[src/rtl/note_judge.sv]
// note_judge: rhythm-game note judge that scores hits, counts misses and tracks lives.
// Build option: define NOTE_JUDGE_STRICT_PRESS_EN to make presses with no pending note cost a life.
module note_judge (
    input  logic        CLOCK_50,
    input  logic        reset,
    input  logic [3:0]  current_number,
    input  logic [10:0] pattern,
    input  logic        key_press,
    output logic [7:0]  score,
    output logic [3:0]  combo,
    output logic [1:0]  lives,
    output logic        note_active,
    output logic        hit,
    output logic        miss,
    output logic        game_over
);
    typedef enum logic [1:0] {IDLE, ARMED, DONE, OVER} state_t;

    state_t      state, state_next;
    logic [3:0]  prev_num;
    logic        sync1, sync2, sync3;
    logic        step_tick, press, note_bit;
    logic        hit_next, miss_next, lose;
    logic [7:0]  score_next;
    logic [3:0]  combo_next;
    logic [1:0]  lives_next;
    logic [8:0]  score_sum;
    logic [15:0] pattern_ext;

    assign pattern_ext = {5'd0, pattern};
    assign note_bit    = pattern_ext[current_number];
    assign step_tick   = (current_number != prev_num) && (current_number <= 4'd10);
    assign press       = sync2 && !sync3;

    // Step-change detector and two-flop key synchroniser with an edge-history flop
    always_ff @(posedge CLOCK_50) begin
        if (reset) begin
            prev_num <= 4'd15;
            sync1    <= 1'b0;
            sync2    <= 1'b0;
            sync3    <= 1'b0;
        end else begin
            prev_num <= current_number;
            sync1    <= key_press;
            sync2    <= sync1;
            sync3    <= sync2;
        end
    end

    // FSM state register
    always_ff @(posedge CLOCK_50) begin
        if (reset) state <= IDLE;
        else       state <= state_next;
    end

    // Judgement: a press while armed always wins over the closing step
    always_comb begin
        hit_next  = 1'b0;
        miss_next = 1'b0;
        lose      = 1'b0;
        if (state == ARMED) begin
            hit_next  = press;
            miss_next = step_tick && !press;
            lose      = step_tick && !press;
        end else if (state != OVER) begin
            miss_next = press;
`ifdef NOTE_JUDGE_STRICT_PRESS_EN
            lose      = press;
`else
            lose      = 1'b0;
`endif
        end
    end

    // FSM next state: losing the last life ends the game before any new note is armed
    always_comb begin
        state_next = state;
        if (state != OVER) begin
            if (lose && lives == 2'd1) state_next = OVER;
            else if (step_tick)        state_next = note_bit ? ARMED : IDLE;
            else if (hit_next)         state_next = DONE;
        end
    end

    // Saturating score, combo and life arithmetic
    always_comb begin
        score_sum  = {1'b0, score} + ((combo >= 4'd8) ? 9'd2 : 9'd1);
        score_next = hit_next ? (score_sum[8] ? 8'hFF : score_sum[7:0]) : score;
        combo_next = hit_next ? ((combo == 4'd15) ? combo : combo + 4'd1) : (miss_next ? 4'd0 : combo);
        lives_next = (lose && lives != 2'd0) ? lives - 2'd1 : lives;
    end

    // Registered counters and judgement pulses
    always_ff @(posedge CLOCK_50) begin
        if (reset) begin
            score <= 8'd0;
            combo <= 4'd0;
            lives <= 2'd3;
            hit   <= 1'b0;
            miss  <= 1'b0;
        end else begin
            score <= score_next;
            combo <= combo_next;
            lives <= lives_next;
            hit   <= hit_next;
            miss  <= miss_next;
        end
    end

    // FSM outputs
    always_comb begin
        note_active = (state == ARMED);
        game_over   = (state == OVER);
    end
endmodule

[config.mk]
export PLATFORM = sky130hd
export DESIGN_NAME = note_judge
export DESIGN_NICKNAME = d
export VERILOG_FILES = /design/src/rtl/note_judge.sv
export SDC_FILE = /design/constraint.sdc
export NUM_CORES = 1
export LEC_CHECK = 0
export BUFFER_PORTS_ARGS = -buffer_cell sky130_fd_sc_hd__buf_4
export CAP_MARGIN = 20
export CORE_MARGIN = 1
export CORE_UTILIZATION = 43
export CTS_CLUSTER_DIAMETER = 80
export DETAILED_ROUTE_END_ITERATION = 6
export GPL_ROUTABILITY_DRIVEN = 0
export PLACE_DENSITY = 0.82
export SLEW_MARGIN = 20
export SYNTH_ARGS = -nofsm -noshare
export SYNTH_HDL_FRONTEND = slang
export SYNTH_SLANG_ARGS = --single-unit
[constraint.sdc]
create_clock -name CLOCK_50 -period 1.7 [get_ports CLOCK_50]
set_clock_uncertainty 0.05 [all_clocks]
set_input_delay 0.17 -clock CLOCK_50 [delete_from_list [all_inputs] [get_ports CLOCK_50]]
set_output_delay 0.17 -clock CLOCK_50 [all_outputs]
set_load 0.005 [all_outputs]
### Word level (Yosys, flattened, before mapping)

Cells that the tools add are included.

* add/subtract/negate cells: 3
* magnitude comparators: 3
* eq/ne operators: 7
* multiplexer cells: 15
* reduce and logical (&&, ||, !) cells: 12

Operators with widths (number)
* two-way mux 4 bit: 3
* adder 8 x 2 -> 9 bit: 1
* two-way mux 2 bit: 4
* two-way mux 8 bit: 1
* two-way mux 1 bit: 6
* logical AND 1 bit: 5
* less-than comparator 4 x 5 -> 1 bit, second input constant: 1
* adder 4 x 1 -> 4 bit, second input constant: 1
* binary-select mux 1 bit (select 4 bit): 1
* equality test 2 x 1 -> 1 bit, second input constant: 2
* equality test 4 bit, second input constant: 1
* >= comparator 4 bit, second input constant: 1
* <= comparator 4 bit, second input constant: 1
* inequality test 2 bit, second input constant: 2
* inequality test 4 bit: 1
* AND reduction 2 bit: 2
* nonzero test 2 bit: 2
* nonzero test 3 bit: 1
* equality test 2 bit, second input constant: 1
* zero test 1 bit: 2
* subtractor 2 x 1 -> 2 bit, second input constant: 1

* flip-flop bits (word level): 25
* input bits: 18
* output and inout port bits: 18
* word-level logic and storage cells: 50

### Longest topological paths before layout

Gate-level depths: netlist of the first run.

* depth after elaboration: 8
* gate-level depth with buffers: 7
* gate-level depth less buffers: 7

### Least setup slack after synthesis of the first run

OpenSTA, ideal clock, no wires.

* path type: reg2reg
* start: register combo[3]
* end: register score[4]
* library setup time: 0.132 ns
* arrival time: 1.504 ns
* data required time: 1.518 ns
* slack: 0.014 ns
* cell stages (with the launch flop): 8
* path buffers: 0
* clock period less this slack: 1.686 ns
* cell sequence: dfxtp_1 > inv_1 > ha_1 > fa_1 > and3_1 > nand2_1 > xor2_1 > a21oi_1

* longest elaborated chain between the ends: 4

RTL lines
* from (decl): RTL line 10 `output logic [3:0] combo,`
* from (signal assigned): RTL line 103 `combo <= combo_next;`
* >= comparator 4 bit: RTL line 87 `score_sum = {1'b0, score} + ((combo >= 4'd8) ? 9'd2 : 9'd1);`
* two-way mux 2 bit: RTL line 87
* adder 8 x 2 -> 9 bit: RTL line 87
* two-way mux 8 bit: RTL line 88 `score_next = hit_next ? (score_sum[8] ? 8'hFF : score_sum[7:0]) : score;`
* to (signal assigned): RTL line 102 `score <= score_next;`
* to (decl): RTL line 9 `output logic [7:0] score,`

No other way between the ends.
A chain may end at the register's enable or synchronous reset.

### Final worst setup path of the first run

* start: register combo[3]
* end: register score[5]

The elaborated chain is that of the path after synthesis.

==> impl_summary.log, run 1 <==
INFO  metric setup_viol = 0
INFO  metric mux_contribution_to_synthesized_area = around 7.4%
INFO  metric clk_sinks = 25
INFO  metric period_needed = roughly 1600 ps
INFO  metric cap_viol_max_count = 0
INFO  metric die-height = ~57 um
INFO  metric area_of_the_mapped_netlist = between 0.001 and 0.0015 mm2
INFO  metric std_cell_rows = 19
INFO  metric timing.final.max_slew_violations = 0
INFO  metric outcome = finished, violations left
INFO  metric die_width = 57.17 um
INFO  metric groute.usage.overall = between 15 and 20%
INFO  metric synth_seq_cells = 25
INFO  metric yosys_warnings = 0
INFO  metric diodes = 0
INFO  metric seq_power_share = around three fifths
INFO  metric critical_path_class = flip-flop to flip-flop
INFO  metric areaGrowthSynthToFinish = 25.91%
INFO  metric power_dissipated_by_switching_net_loads = 239.4 uW
INFO  metric cts_buffers = 3
INFO  metric pwr_density_cell = approximately 610 mW/mm2
INFO  metric critical_path.most_common_cell = a21oi_1
INFO  metric grt_start_max_net_pins = 30
INFO  metric required = between 1500 and 2000 ps
INFO  metric die-area = between 0.003 and 0.004 mm2
INFO  metric postCtsSetupRepairBufs = 0
INFO  metric first_pass_grt_wire_length = ~4600 um
INFO  metric max_freq = around 0.63 GHz
INFO  metric antenna_violating_nets_post_route = 0
INFO  metric leakagePower = between 0.7 and 0.8 nW
INFO  metric syn_nets = about 170
INFO  metric worst-endpoint-arrival = 1760 ps
INFO  metric final_cell_mix = buf_4 (40), dfxtp_1 (24), nand2_1 (14)
INFO  metric drc = 3
INFO  metric sw_frac_of_total = a little under a quarter
INFO  metric drt_first_iter_violations = 56
INFO  metric number_of_nets_in_the_finished_design = about 210
INFO  metric synth-edff-count = 0
INFO  metric worst_path_dominant_cell_family = flip-flops
INFO  metric detail_route.first_pass.iterations = 6
INFO  metric synthAdderAreaFrac = 7.266%
INFO  metric timing.hold.ws = roughly 41 ps
INFO  metric critPathBufInv = 1
INFO  metric wl_per_cell = between 10 and 15 um
INFO  metric first_global_vias = about 1100
INFO  metric number_of_unique_standard_cell_types_used_by_synthesis = 38
INFO  metric fraction_of_power_consumed_by_combinational_cells = about 14%
INFO  metric post-route-period-util = between 90% and 100%
INFO  metric start_kind = flip-flop
INFO  metric power.ir.vdd_worst = between 300 and 400 uV
INFO  metric synth-seq-area-share = about two fifths
INFO  metric grt_antenna_before_repair = 0
INFO  metric port-buffer-count = 35
INFO  metric syn_avg_cell_area = about 8.8 um2
INFO  metric hold_viol = 0
INFO  metric ys.flop_type = dfxtp_1
INFO  metric failed_checks = DRC
INFO  metric clock_tree_from_tritoncts = yes
INFO  metric synthesis.instances = approximately 150
INFO  metric tightestPinTransition = slightly above 300 ps
INFO  metric drive_above_1_share = 30.81%
INFO  metric slew_headroom = around four fifths
INFO  metric critPathMaxStageDelay = between 300 and 400 ps
INFO  metric ctsRootBufferMaster = clkbuf_4
INFO  metric floorplan.initialDensity = 46.26%
INFO  metric clock_power_share = 25.7%
INFO  metric setup.worst_path.end_class = flip-flop
INFO  metric timing.hold.worst.class = primary input to flip-flop
INFO  metric critPathSlowestCell = dfxtp_2
INFO  metric critical_path_fanouts_max = 8
INFO  metric leading_cell_type_in_the_layout_fill_and_taps_excluded = buf_4
INFO  metric floorplan.core_area = between 0.002 and 0.003 mm2
INFO  metric dpl.cell_count = ~210
INFO  metric htreeDepth = 1
INFO  metric post_synth_xor_area_fraction = 5.354%
INFO  metric ctsLongestPathBuffers = 2
INFO  metric internal_dissipation = 771.7 uW
INFO  metric clkLatencyLatePin = around 310 ps
INFO  metric post_drt_via_cell_ratio = around 5.3
INFO  metric vias = 1149
INFO  metric synth_compound_gate_area_share = a little over a tenth
INFO  metric ioPinCount = 36
INFO  metric wl = ~2700 um
INFO  metric synth_simple_gate_area_share = approximately a quarter
INFO  metric rsz0062_at_grt = true
INFO  metric grt_overflow_total = 0
INFO  metric critical_path.cell_chain = buf_4 -> ha_1 -> a21oi_1 -> and3b_2 -> nand3_2 -> xor2_1 -> a21oi_1
INFO  metric synth_async_sr_flop_share = 0%
INFO  metric clk_transition_reported_paths = about 130 ps
INFO  metric instances_no_fill = ~220
INFO  metric detailed_place_hpwl = about 2100 um
INFO  metric dominant_combinational_cell_family_by_area_after_synthesis = simple AND/OR/NAND/NOR gates
final timing paths:
kind / start / end / slack [ps] / cells after the start
min reg2reg: sync1$_SDFF_PP0_ / sync2$_SDFF_PP0_ / 420 / 1
max: combo[3]$_SDFFE_PP0P_ / score[5]$_SDFFE_PP0P_ / 100 / 7
min: current_number[3] / prev_num[3]$_SDFF_PP1_ / 40 / 2
max reg2reg: combo[3]$_SDFFE_PP0P_ / score[5]$_SDFFE_PP0P_ / 100 / 7
cell families (layout without fill, tap and decap cells):
group,after synthesis,after routing
AO/OA/AOI/OAI,23,23
XOR/XNOR,8,8
adder cells (fa/ha/maj),7,7
buffers and inverters,16,53
flip-flops,25,25
multiplexers,7,7
AND/OR/NAND/NOR,62,62
stage by stage:
step           power (mW)  setup slack (ps)  util [%]  area (um2)  TNS [ps]
2_1_floorplan      0.7051             13.74         -        1309         0
3_3_place_gp       0.7567             120.9     56.52        1599         0
3_5_place_dp       0.7623             55.57     56.52        1599         0
4_1_cts             1.022             39.10     57.45        1625         0
5_1_grt             1.065            -10.50     58.25        1648    -10.50
6_report            1.011             101.2     58.25        1648         0
synthesized netlist by cell type, types with 3 or more instances:
master / count / share of area, %
a21oi_1: 8 / 3.1
a31oi_1: 6 / 2.9
clkbuf_1: 4 / 1.1
dfxtp_1: 25 / 38
ha_1: 6 / 5.7
inv_1: 8 / 2.3
mux2i_1: 4 / 3.1
nand2_1: 14 / 4.0
nand3_1: 9 / 3.4
nor2_1: 13 / 3.7
nor2b_1: 7 / 3.3
nor3_1: 4 / 1.5
o21ai_0: 4 / 1.5
or2_2: 4 / 1.9
xnor2_1: 5 / 3.3
xor2_1: 3 / 2.0
layout make-up:
class                           count  area [um2]
Sequential cell                    25       501.7
Fill cell                         237        1181
Inverter                            8       30.03
Timing Repair Buffer               41       310.3
Tap cell                           31       38.79
Clock buffer                        4       26.28
Multi-Input combinational cell    107       740.7
repair_timing:
action / in CTS / in global routing
hold buffers: 0 / 1
endpoints found under the hold margin: 0 / 1
gates resized for setup: 0 / 5
setup endpoints to repair: 0 / 7
worst register-to-register path: cells and delay by family, from the launching register on:
family	cells	cell delay (ps)
AOI/OAI and AO/OA	2	200
xor gates and xnor gates	1	140
adders and majority gates	1	270
buffers and inverters	1	160
DFF	1	340
and+or+nand+nor	2	340
layer usage:
metal / part of all wire (%) / wire length (um) / global-route usage [%] / up-vias
li1: - / - / - / 583
met1: 45 / 1222 / 20.88 / 540
met2: 51 / 1403 / 32.27 / 24
met3: 3.5 / 97 / 5.215 / 2
met4: 0.47 / 13 / 3.484 / 0
met5: 0 / 0 / 0 / -
registers in the layout, summed over array words and instances, names as in the netlist, 2 cells and up:
| signal | cells |
|---|---|
| score | 8 |
| combo | 4 |
| prev_num | 4 |
| state | 2 |
| lives | 2 |
power groups by stage:
stage / logic, mW / registers [mW] / clock network [mW]
6_report: 0.139 / 0.612 / 0.260
3_3_place_gp: 0.132 / 0.624 / 0
3_5_place_dp: 0.138 / 0.625 / 0
5_1_grt: 0.155 / 0.614 / 0.296
4_1_cts: 0.138 / 0.612 / 0.272
2_1_floorplan: 0.0821 / 0.623 / 0
(Power assumes the default switching activity.)
==> run 2: changes to the inputs <==
--- a/config.mk
+++ b/config.mk
@@ -8,11 +8,12 @@
 export BUFFER_PORTS_ARGS = -buffer_cell sky130_fd_sc_hd__buf_4
 export CAP_MARGIN = 20
 export CORE_MARGIN = 1
-export CORE_UTILIZATION = 43
+export CORE_UTILIZATION = 46
 export CTS_CLUSTER_DIAMETER = 80
+export CTS_CLUSTER_SIZE = 28
 export DETAILED_ROUTE_END_ITERATION = 6
 export GPL_ROUTABILITY_DRIVEN = 0
-export PLACE_DENSITY = 0.82
+export PLACE_DENSITY = 0.86
 export SLEW_MARGIN = 20
 export SYNTH_ARGS = -nofsm -noshare
 export SYNTH_HDL_FRONTEND = slang
==> run 2 against run 1 <==
Effect of this change: the run now ends clean; hold slack got worse by 34 ps; critical path depth stayed put; die area is 6.3% lower; sequential share of layout area hardly changed; combinational power is essentially flat; sequential cell count unchanged; final cell count down 0.46%; sequential power about the same; utilization is 5.4 points higher; count of clock-buffer cells in the layout stayed put; design area is essentially flat; critical endpoint unchanged; largest cell class unchanged; highest routed layer unchanged.
==> impl_summary.log, run 2 (synthesis gave the netlist of run 1 again) <==
INFO  metric clk_sinks = 25
INFO  metric die-height = between 50 and 60 um
INFO  metric timing.hold.worst.class = primary input to flip-flop
INFO  metric floorplan.core_area = between 0.002 and 0.003 mm2
INFO  metric period_needed = between 1500 and 2000 ps
INFO  metric htreeDepth = 1
INFO  metric port-buffer-count = 35
INFO  metric diodes = 0
INFO  metric ctsLongestPathBuffers = 2
INFO  metric power.ir.vdd_worst = 697.6 uV
INFO  metric drt_first_iter_violations = 50
INFO  metric register_bank_with_the_most_flops = score
INFO  metric timing.hold.worst_path_depth = 2
INFO  metric hold_end = sync1$_SDFF_PP0_
INFO  metric grt_overflow_total = 0
INFO  metric setup_viol = 0
INFO  metric areaGrowthSynthToFinish = 26.00%
INFO  metric cap_viol_max_count = 0
INFO  metric drive_above_1_share = about a third
INFO  metric detailed_place_hpwl = roughly 2000 um
INFO  metric first_pass_grt_wire_length = between 4000 and 5000 um
INFO  metric clk_transition_reported_paths = between 100 and 150 ps
INFO  metric postLayoutCoreUtil = 63.67%
INFO  metric critical_path_class = flip-flop to flip-flop
INFO  metric postCtsSetupRepairBufs = 0
INFO  metric outcome = completed
INFO  metric hold_viol = 0
INFO  metric regToRegSetupSlack = between 70 and 80 ps
INFO  metric leading_cell_type_in_the_layout_fill_and_taps_excluded = buf_4
INFO  metric detail_route.first_pass.iterations = 4
INFO  metric ctsRootBufferMaster = clkbuf_4
INFO  metric placedInstanceArea = ~0.0016 mm2
INFO  metric final.fill_count = around 220
INFO  metric floorplan.initialDensity = about half
INFO  metric grt_antenna_before_repair = 0
INFO  metric grt_start_max_net_pins = 30
INFO  metric regToRegEndpoint = score[5]$_SDFFE_PP0P_
INFO  metric post_drt_via_cell_ratio = between 5 and 6
INFO  metric pwr_density_cell = a little over 600 mW/mm2
INFO  metric die_width = ~55 um
INFO  metric antenna_violating_nets_post_route = 0
INFO  metric leakagePower = 0.7147 nW
INFO  metric tightestPinTransition = between 300 and 400 ps
INFO  metric clkLatencyLatePin = 320 ps
INFO  metric post-route-period-util = a little over nine tenths
INFO  metric ioPinCount = 36
INFO  metric groute.usage.overall = approximately 18%
INFO  metric required = 1860 ps
INFO  metric drc = 0
INFO  metric worst-endpoint-arrival = 1790 ps
INFO  metric critical_path_fanouts_max = 8
INFO  metric setup.worst_path.end_class = flip-flop
INFO  metric die-area = 0.003063 mm2
INFO  metric wl = around 2700 um
INFO  metric max_freq = between 0.6 and 0.7 GHz
INFO  metric final_cell_mix = buf_4 (41), dfxtp_1 (24), nand2_1 (14)
INFO  metric reg_top3 = score: 8 flops, combo: 4 flops, prev_num: 4 flops
INFO  metric vias = 1163
INFO  metric first_global_vias = roughly 1100
INFO  metric timing.final.max_slew_violations = 0
INFO  metric worstRegToRegCells = 7
INFO  metric slew_headroom = 74.47%
INFO  metric hold_path_startpoint = key_press
INFO  metric number_of_nets_in_the_finished_design = 211
INFO  metric finish.instance_area = about 0.0016 mm2
INFO  metric start_kind = flip-flop
INFO  metric wl_per_cell = about 12 um
INFO  metric cts_buffers = 3
INFO  metric clock_tree_from_tritoncts = yes
INFO  metric std_cell_rows = 18
INFO  metric reg_to_reg_critical_path_startpoint = combo[3]$_SDFFE_PP0P_
INFO  metric largest_register_ffs = 8
[run 2: cell count changes in the layout (fill, tap and decap cells not counted), sizes merged]
| cell | delta |
|---|---|
| buf | +1 |
| dlygate4sd3 | -1 |
[run 2: layer usage]
layer | track usage (%) | vias to the layer above | wire (um)
met5 | 0 | - | 0
met4 | 3.929 | 0 | 10
met3 | 4.215 | 2 | 111
met2 | 32.70 | 35 | 1400
met1 | 20.94 | 545 | 1144
li1 | - | 581 | -
[run 2: how the worst max path moves through the flow]
stage | start | to | slack (ps) | depth (start not counted)
floorplan | combo[3]$_SDFFE_PP0P_ | score[4]$_SDFFE_PP0P_ | 10 | 7
global placement | combo[3]$_SDFFE_PP0P_ | score[4]$_SDFFE_PP0P_ | 110 | 7
detailed placement | combo[3]$_SDFFE_PP0P_ | score[4]$_SDFFE_PP0P_ | 70 | 7
CTS | combo[3]$_SDFFE_PP0P_ | score[4]$_SDFFE_PP0P_ | 50 | 7
global route | combo[3]$_SDFFE_PP0P_ | score[4]$_SDFFE_PP0P_ | -20 | 7
finish | combo[3]$_SDFFE_PP0P_ | score[5]$_SDFFE_PP0P_ | 80 | 7
[run 2: stage by stage]
stage	hold slack [ps]	setup WS (ps)	TNS (ps)	cells	power (mW)
2_1_floorplan	226.6	13.74	0	148	0.7051
3_3_place_gp	330.1	112.1	0	211	0.7573
3_5_place_dp	342.1	69.44	0	211	0.7632
4_1_cts	0.9238	46.36	0	215	1.028
5_1_grt	22.31	-15.03	-15.03	215	1.064
6_report	6.722	75.72	0	215	1.017
[run 2: cell type report]
class	instances	area, um2	area share, %
clock buffers	4	26.28	1.593
inverters	8	30.03	1.821
multi-input cells	107	745.7	45.22
flip-flops and latches	25	501.7	30.42
well taps	30	37.54	2.276
repair buffers	41	307.8	18.66
[run 2: power breakdown]
part           switching (mW)  leakage, nW  internal, mW
logic                  0.0605        0.496        0.0783
clock network           0.175       0.0150        0.0918
registers              0.0108        0.204         0.601
[run 2: critical path: stages, from the launching register on]
cell	delay [ps]
dfxtp_2	340
buf_4	160
ha_1	270
a21oi_1	120
and3b_2	250
nand3_1	100
xor2_1	150
a21oi_1	80
[run 2: timing repair]
item,CTS,global route
resized for setup,0,7
setup endpoints to repair,0,10
hold buffers,0,0
